--- src/rtl/fetch_stage.sv ---
// -----------------------------------------------------------------------------
// fetch_stage
//
// Instruction-fetch stage of a five-stage pipeline. Holds the program counter
// (a word index into a D-word instruction memory), presents it on pc_o to a
// combinational instruction memory, and captures the returned instruction
// into the IF/ID pipeline register together with PC+1 and a valid flag.
//
// Priority on each rising edge:
//   1. branch_taken_i : redirect PC, flush IF/ID to a bubble (even if stalled)
//   2. stall_i        : hold PC, IF/ID and the instruction counter
//   3. jump in IF     : redirect PC to the jump target, keep the jump in IF/ID
//   4. otherwise      : sequential fetch
//
// Ports:
//   clk, rst           clock, asynchronous active-high reset
//   pc_o               word address to instruction memory (upper bits zero)
//   instr_i            instruction returned combinationally for pc_o
//   stall_i            hazard-unit stall
//   branch_taken_i     resolved taken branch from a later stage
//   branch_target_i    word target of that branch
//   if_id_instr_o      IF/ID instruction (NOP when a bubble)
//   if_id_pc1_o        IF/ID PC+1 (wrapped modulo D)
//   if_id_valid_o      1 = real instruction, 0 = bubble
//   instr_count_o      count of valid instructions written into IF/ID
//
// D must be a power of two and at least 2; N must exceed log2(D).
// -----------------------------------------------------------------------------
module fetch_stage #(
  parameter int              N   = 32,
  parameter int              D   = 32,
  parameter logic [N-1:0]    NOP = 32'h1000_0000
) (
  input  logic         clk,
  input  logic         rst,
  output logic [N-1:0] pc_o,
  input  logic [N-1:0] instr_i,
  input  logic         stall_i,
  input  logic         branch_taken_i,
  input  logic [N-1:0] branch_target_i,
  output logic [N-1:0] if_id_instr_o,
  output logic [N-1:0] if_id_pc1_o,
  output logic         if_id_valid_o,
  output logic [15:0]  instr_count_o
);

  localparam int         AW      = $clog2(D);
  localparam logic [5:0] JUMP_OP = 6'b000011;

  logic [AW-1:0] pc_q, pc_d;
  logic [N-1:0]  instr_q, instr_d;
  logic [N-1:0]  pc1_q, pc1_d;
  logic          valid_q, valid_d;
  logic [15:0]   count_q, count_d;

  logic [AW-1:0] pc_plus1_s;
  logic [AW-1:0] jump_target_s;
  logic [AW-1:0] branch_target_s;
  logic          is_jump_s;
  logic          unused_s;

  // Targets are word indices; keeping only the low AW bits is the mod-D reduction.
  assign pc_plus1_s      = pc_q + 1'b1;
  assign jump_target_s   = instr_i[AW-1:0];
  assign branch_target_s = branch_target_i[AW-1:0];
  assign is_jump_s       = (instr_i[N-1:N-6] == JUMP_OP);
  assign unused_s        = ^branch_target_i[N-1:AW];

  // Next-state selection for PC, IF/ID and the delivered-instruction counter.
  always_comb begin
    pc_d    = pc_q;
    instr_d = instr_q;
    pc1_d   = pc1_q;
    valid_d = valid_q;
    count_d = count_q;
    if (branch_taken_i) begin
      // A taken branch overrides a stall and discards whatever is in IF.
      pc_d    = branch_target_s;
      instr_d = NOP;
      pc1_d   = {N{1'b0}};
      valid_d = 1'b0;
    end else if (stall_i) begin
      pc_d    = pc_q;
      instr_d = instr_q;
      pc1_d   = pc1_q;
      valid_d = valid_q;
    end else begin
      // The jump itself is delivered; no bubble follows it.
      if (is_jump_s) begin
        pc_d = jump_target_s;
      end else begin
        pc_d = pc_plus1_s;
      end
      instr_d = instr_i;
      pc1_d   = {{(N-AW){1'b0}}, pc_plus1_s};
      valid_d = 1'b1;
      count_d = count_q + 16'd1;
    end
  end

  // State registers with asynchronous reset to the idle/bubble values.
  always_ff @(posedge clk or posedge rst) begin
    if (rst) begin
      pc_q    <= {AW{1'b0}};
      instr_q <= NOP;
      pc1_q   <= {N{1'b0}};
      valid_q <= 1'b0;
      count_q <= 16'd0;
    end else begin
      pc_q    <= pc_d;
      instr_q <= instr_d;
      pc1_q   <= pc1_d;
      valid_q <= valid_d;
      count_q <= count_d;
    end
  end

  assign pc_o          = {{(N-AW){1'b0}}, pc_q};
  assign if_id_instr_o = instr_q;
  assign if_id_pc1_o   = pc1_q;
  assign if_id_valid_o = valid_q;
  assign instr_count_o = count_q;

endmodule

--- config.mk ---
export PLATFORM = sky130hd
export DESIGN_NAME = fetch_stage
export DESIGN_NICKNAME = d
export VERILOG_FILES = /design/src/rtl/fetch_stage.sv
export SDC_FILE = /design/constraint.sdc
export NUM_CORES = 1
export LEC_CHECK = 0
export ABC_CLOCK_PERIOD_IN_PS = 4940
export BUFFER_PORTS_ARGS = -buffer_cell sky130_fd_sc_hd__buf_2
export CORE_MARGIN = 3
export CORE_UTILIZATION = 47
export CTS_CLUSTER_SIZE = 20
export DETAILED_ROUTE_END_ITERATION = 8
export PLACE_DENSITY = 0.93
export SLEW_MARGIN = 20
export SYNTH_ARGS = -nofsm -noshare
export SYNTH_HDL_FRONTEND = slang
export SYNTH_SLANG_ARGS = --single-unit
--- constraint.sdc ---
create_clock -name clk -period 4.94 [get_ports clk]
set_input_delay 0.988 -clock clk [delete_from_list [all_inputs] [get_ports clk]]
set_output_delay 0.988 -clock clk [all_outputs]
set_load 0.05 [all_outputs]
==> impl_metrics.toml <==
[outcome]
status = "completed"

[placement]
numPlacedInstances = 445
gp_congestion = 0.7594
port_buffers = 99
hpwl_um = 4614

[sta]
rsz0062_at_grt = "false"
fin_hold_ws_ns = 0.4694
fin_crit_ns = 2.574
max_freq_mhz = 388.5
final_max_slew_viol_count = 0
slew_headroom_pct = 39.62
tns_ns = 0
setup_viol = 0
hold_viol_final = 0
period_share_pct = 52.11
tightest_slew_ns = 0.9056
finClkSkew_ns = 0.01367

[power_and_ir_drop]
power_density_mw_per_mm2 = 417.9
peakVddDrop_v = 0.0003714
pwr-share-comb_pct = 31.8
static-leakage-power_nw = 2.057
swShare_pct = 40.63
p_int_w = 0.0008802
p_sw_w = 0.0006024
pwr-share-seq_pct = 39.1
power.share.clock_pct = 29.1

[clocking]
cts_buffers = 9
hold_buffers = 0
numClockSinks = 59
tritoncts = "done"
clk_pin_slew_worst_paths_ns = 0.06
cts_root_buffer = "clkbuf_8"
cts_setup_buffers = 0
clock_path_buffers = 2
ctsHtreeMaxLevel = 3
clock_latency_ns = 0.33
post_cts_resize_count = 0

[critical_path]
critPathLaunchType = "primary input"
worst_path_max_delay_cell = "or4_4"
reg2reg_from = "instr_count_o[2]"
worst-path-stages = 5
r2r_end = "instr_count_o[14]"
reg2reg_depth = 4
cp-end-kind = "flop"
max_stage_delay_ns = 0.56
worstSetupEndpoint = "instr_count_o[14]"
crit_family = "simple AND/OR/NAND/NOR gates"
path_buf_inv = 1
critical_path.max_fanout = 52
cp_data_arrival_time_ns = 2.78
worst-setup-path-type = "in2reg"
r2r_slack_ns = 3.15
worst-endpoint-required_ns = 5.14
startpoint = "branch_taken_i"
worstPathCellList = "buf_2 > or3b_4 > or4_4 > nand2b_4 > xnor2_2"

[logic_synthesis]
ys.flop_type = "dfrtp_1"
synth_commonest_cells = "58 x dfrtp_1, 54 x buf_4, 43 x nor2_1"
ys_warn_count = 0
yosys-top-cells-area = "dfrtp_1 48%, buf_4 14%, mux2i_1 13%"
syn_area_mm2 = 0.003000
syn_avg_cell_area_um2 = 10.68
yosysSeqAreaShare_pct = 49.25
synth-seq-cells = 59
synthArstFlopShare_pct = 100.0
synth_largest_area_cell = "dfrtp_1"
synth.top_cell.area_share_pct = 48.37
ys_types = 34
synth_edf_count = 0
yosysMostFrequentCell = "dfrtp_1"
syn_inst = 281

[routing]
drc = 0
drt_wl_total_um = 6151
wl_per_cell_um = 13.34
ant_nets = 0
drtIter0Drc = 50
first_pass_iters = 4
via_per_inst = 4.672
vias = 2154

[floorplanning]
die_w_um = 85.90
pin_count = 181
core_mm2 = 0.006061
die-area_mm2 = 0.007379
die_h_um = 85.90
num_rows = 28
initial_utilization_pct = 49.50

[layout]
final_cells = 461
fin_nets = 451
layout-drive-gt1-share_pct = 32.90
nFillCells = 520
syn_to_final_growth_pct = 18.22
postLayoutCoreUtil_pct = 58.53
n_antenna_cell = 0

[global_routing]
grt_pass1_wl_um = 10160
antenna_found_initial = 0
grt-ovfl-total = 0
grt_pass1_vias = 2125
groute.usage.overall_pct = 17.47
grt_max_degree = 53

[flow_run]
maxCapViolCount = 0

[hold_path]
hp-class = "reg2reg"
==> through the flow <==
stage	total power, W	cell area [um2]	worst slack, ns
4_1_cts	0.001495	3547	2.359
2_1_floorplan	0.0009918	3199	2.497
3_5_place_dp	0.001062	3353	2.005
5_1_grt	0.001552	3547	2.278
3_3_place_gp	0.001050	3353	2.035
6_report	0.001483	3547	2.366
==> cell families (layout without fill, tap and decap cells) <==
family                     after synthesis  after routing  synth area share [%]
DFF                                     59             59                 49.25
AOI/OAI and AO/OA                       12             12                 2.627
other                                    1             54                0.1250
adders and majority gates                2              2                0.8339
xor gates and xnor gates                18             18                 5.755
and+or+nand+nor                         80             80                 12.72
buffers and inverters                   70            122                 15.64
muxes                                   39             39                 13.05
==> sequential cells by signal, summed over array words and instances (netlist names) <==
signal	cells
if_id_pc1_o	5
if_id_instr_o	32
pc_q	5
instr_count_o	16
if_id_valid_o	1
==> power by group through the flow <==
stage               sequential [W]  clock [W]  combinational (W)
floorplan                 0.000757          0           0.000234
global placement          0.000583          0           0.000467
detailed placement        0.000588          0           0.000474
CTS                       0.000579   0.000441           0.000475
global route              0.000589   0.000463           0.000500
finish                    0.000579   0.000432           0.000471
==> worst register-to-register path, stage by stage (launching register included) <==
cell	delay, ns
dfrtp_1	0.39
or3b_4	0.43
or4_4	0.56
nand2b_4	0.17
xnor2_2	0.12
==> worst min-delay path by stage <==
stage | cells past startpoint | end | slack [ns] | from
4_1_cts | 1 | instr_count_o[15] | 0.48 | instr_count_o[15]
5_1_grt | 1 | instr_count_o[15] | 0.51 | instr_count_o[15]
3_3_place_gp | 1 | instr_count_o[15] | 0.47 | instr_count_o[15]
3_5_place_dp | 1 | instr_count_o[15] | 0.47 | instr_count_o[15]
6_report | 1 | instr_count_o[15] | 0.47 | instr_count_o[15]
2_1_floorplan | 2 | if_id_valid_o | 0.75 | if_id_valid_o
==> area by class of cell <==
cell class | instances | area [um2] | area share [%]
clock buffers | 11 | 141.4 | 3.986
clock inverters | 5 | 52.55 | 1.481
well taps | 75 | 93.84 | 2.646
repair buffers | 101 | 510.5 | 14.39
flip-flops and latches | 59 | 1478 | 41.66
inverters | 5 | 18.77 | 0.5291
multi-input cells | 205 | 1252 | 35.31
==> per-layer routing <==
layer	GRT usage [%]	wire length [um]	vias to the layer above
li1	-	-	1020
met1	21.99	2604	1029
met2	28.52	3040	97
met3	4.227	424	8
met4	7.770	82	0
met5	0	0	-
==> cell usage in the layout, fill, tap and decap left out, types with 2 or more instances in the layout <==
cell       n
nand2b_4   2
xor2_1     6
clkbuf_8  10
and3_1     2
nor2_1    43
buf_4      2
nor3_1     4
ha_1       2
mux2i_1   38
o221ai_1   2
inv_1      4
a21oi_1    4
nor2b_1    2
nand2_1   14
xnor2_1   10
clkinv_2   3
conb_1    54
dfrtp_1   58
nand3_1    6
buf_2     99
o21ai_0    3
xnor2_2    2
No activity file was read; power rests on OpenSTA's default activity.
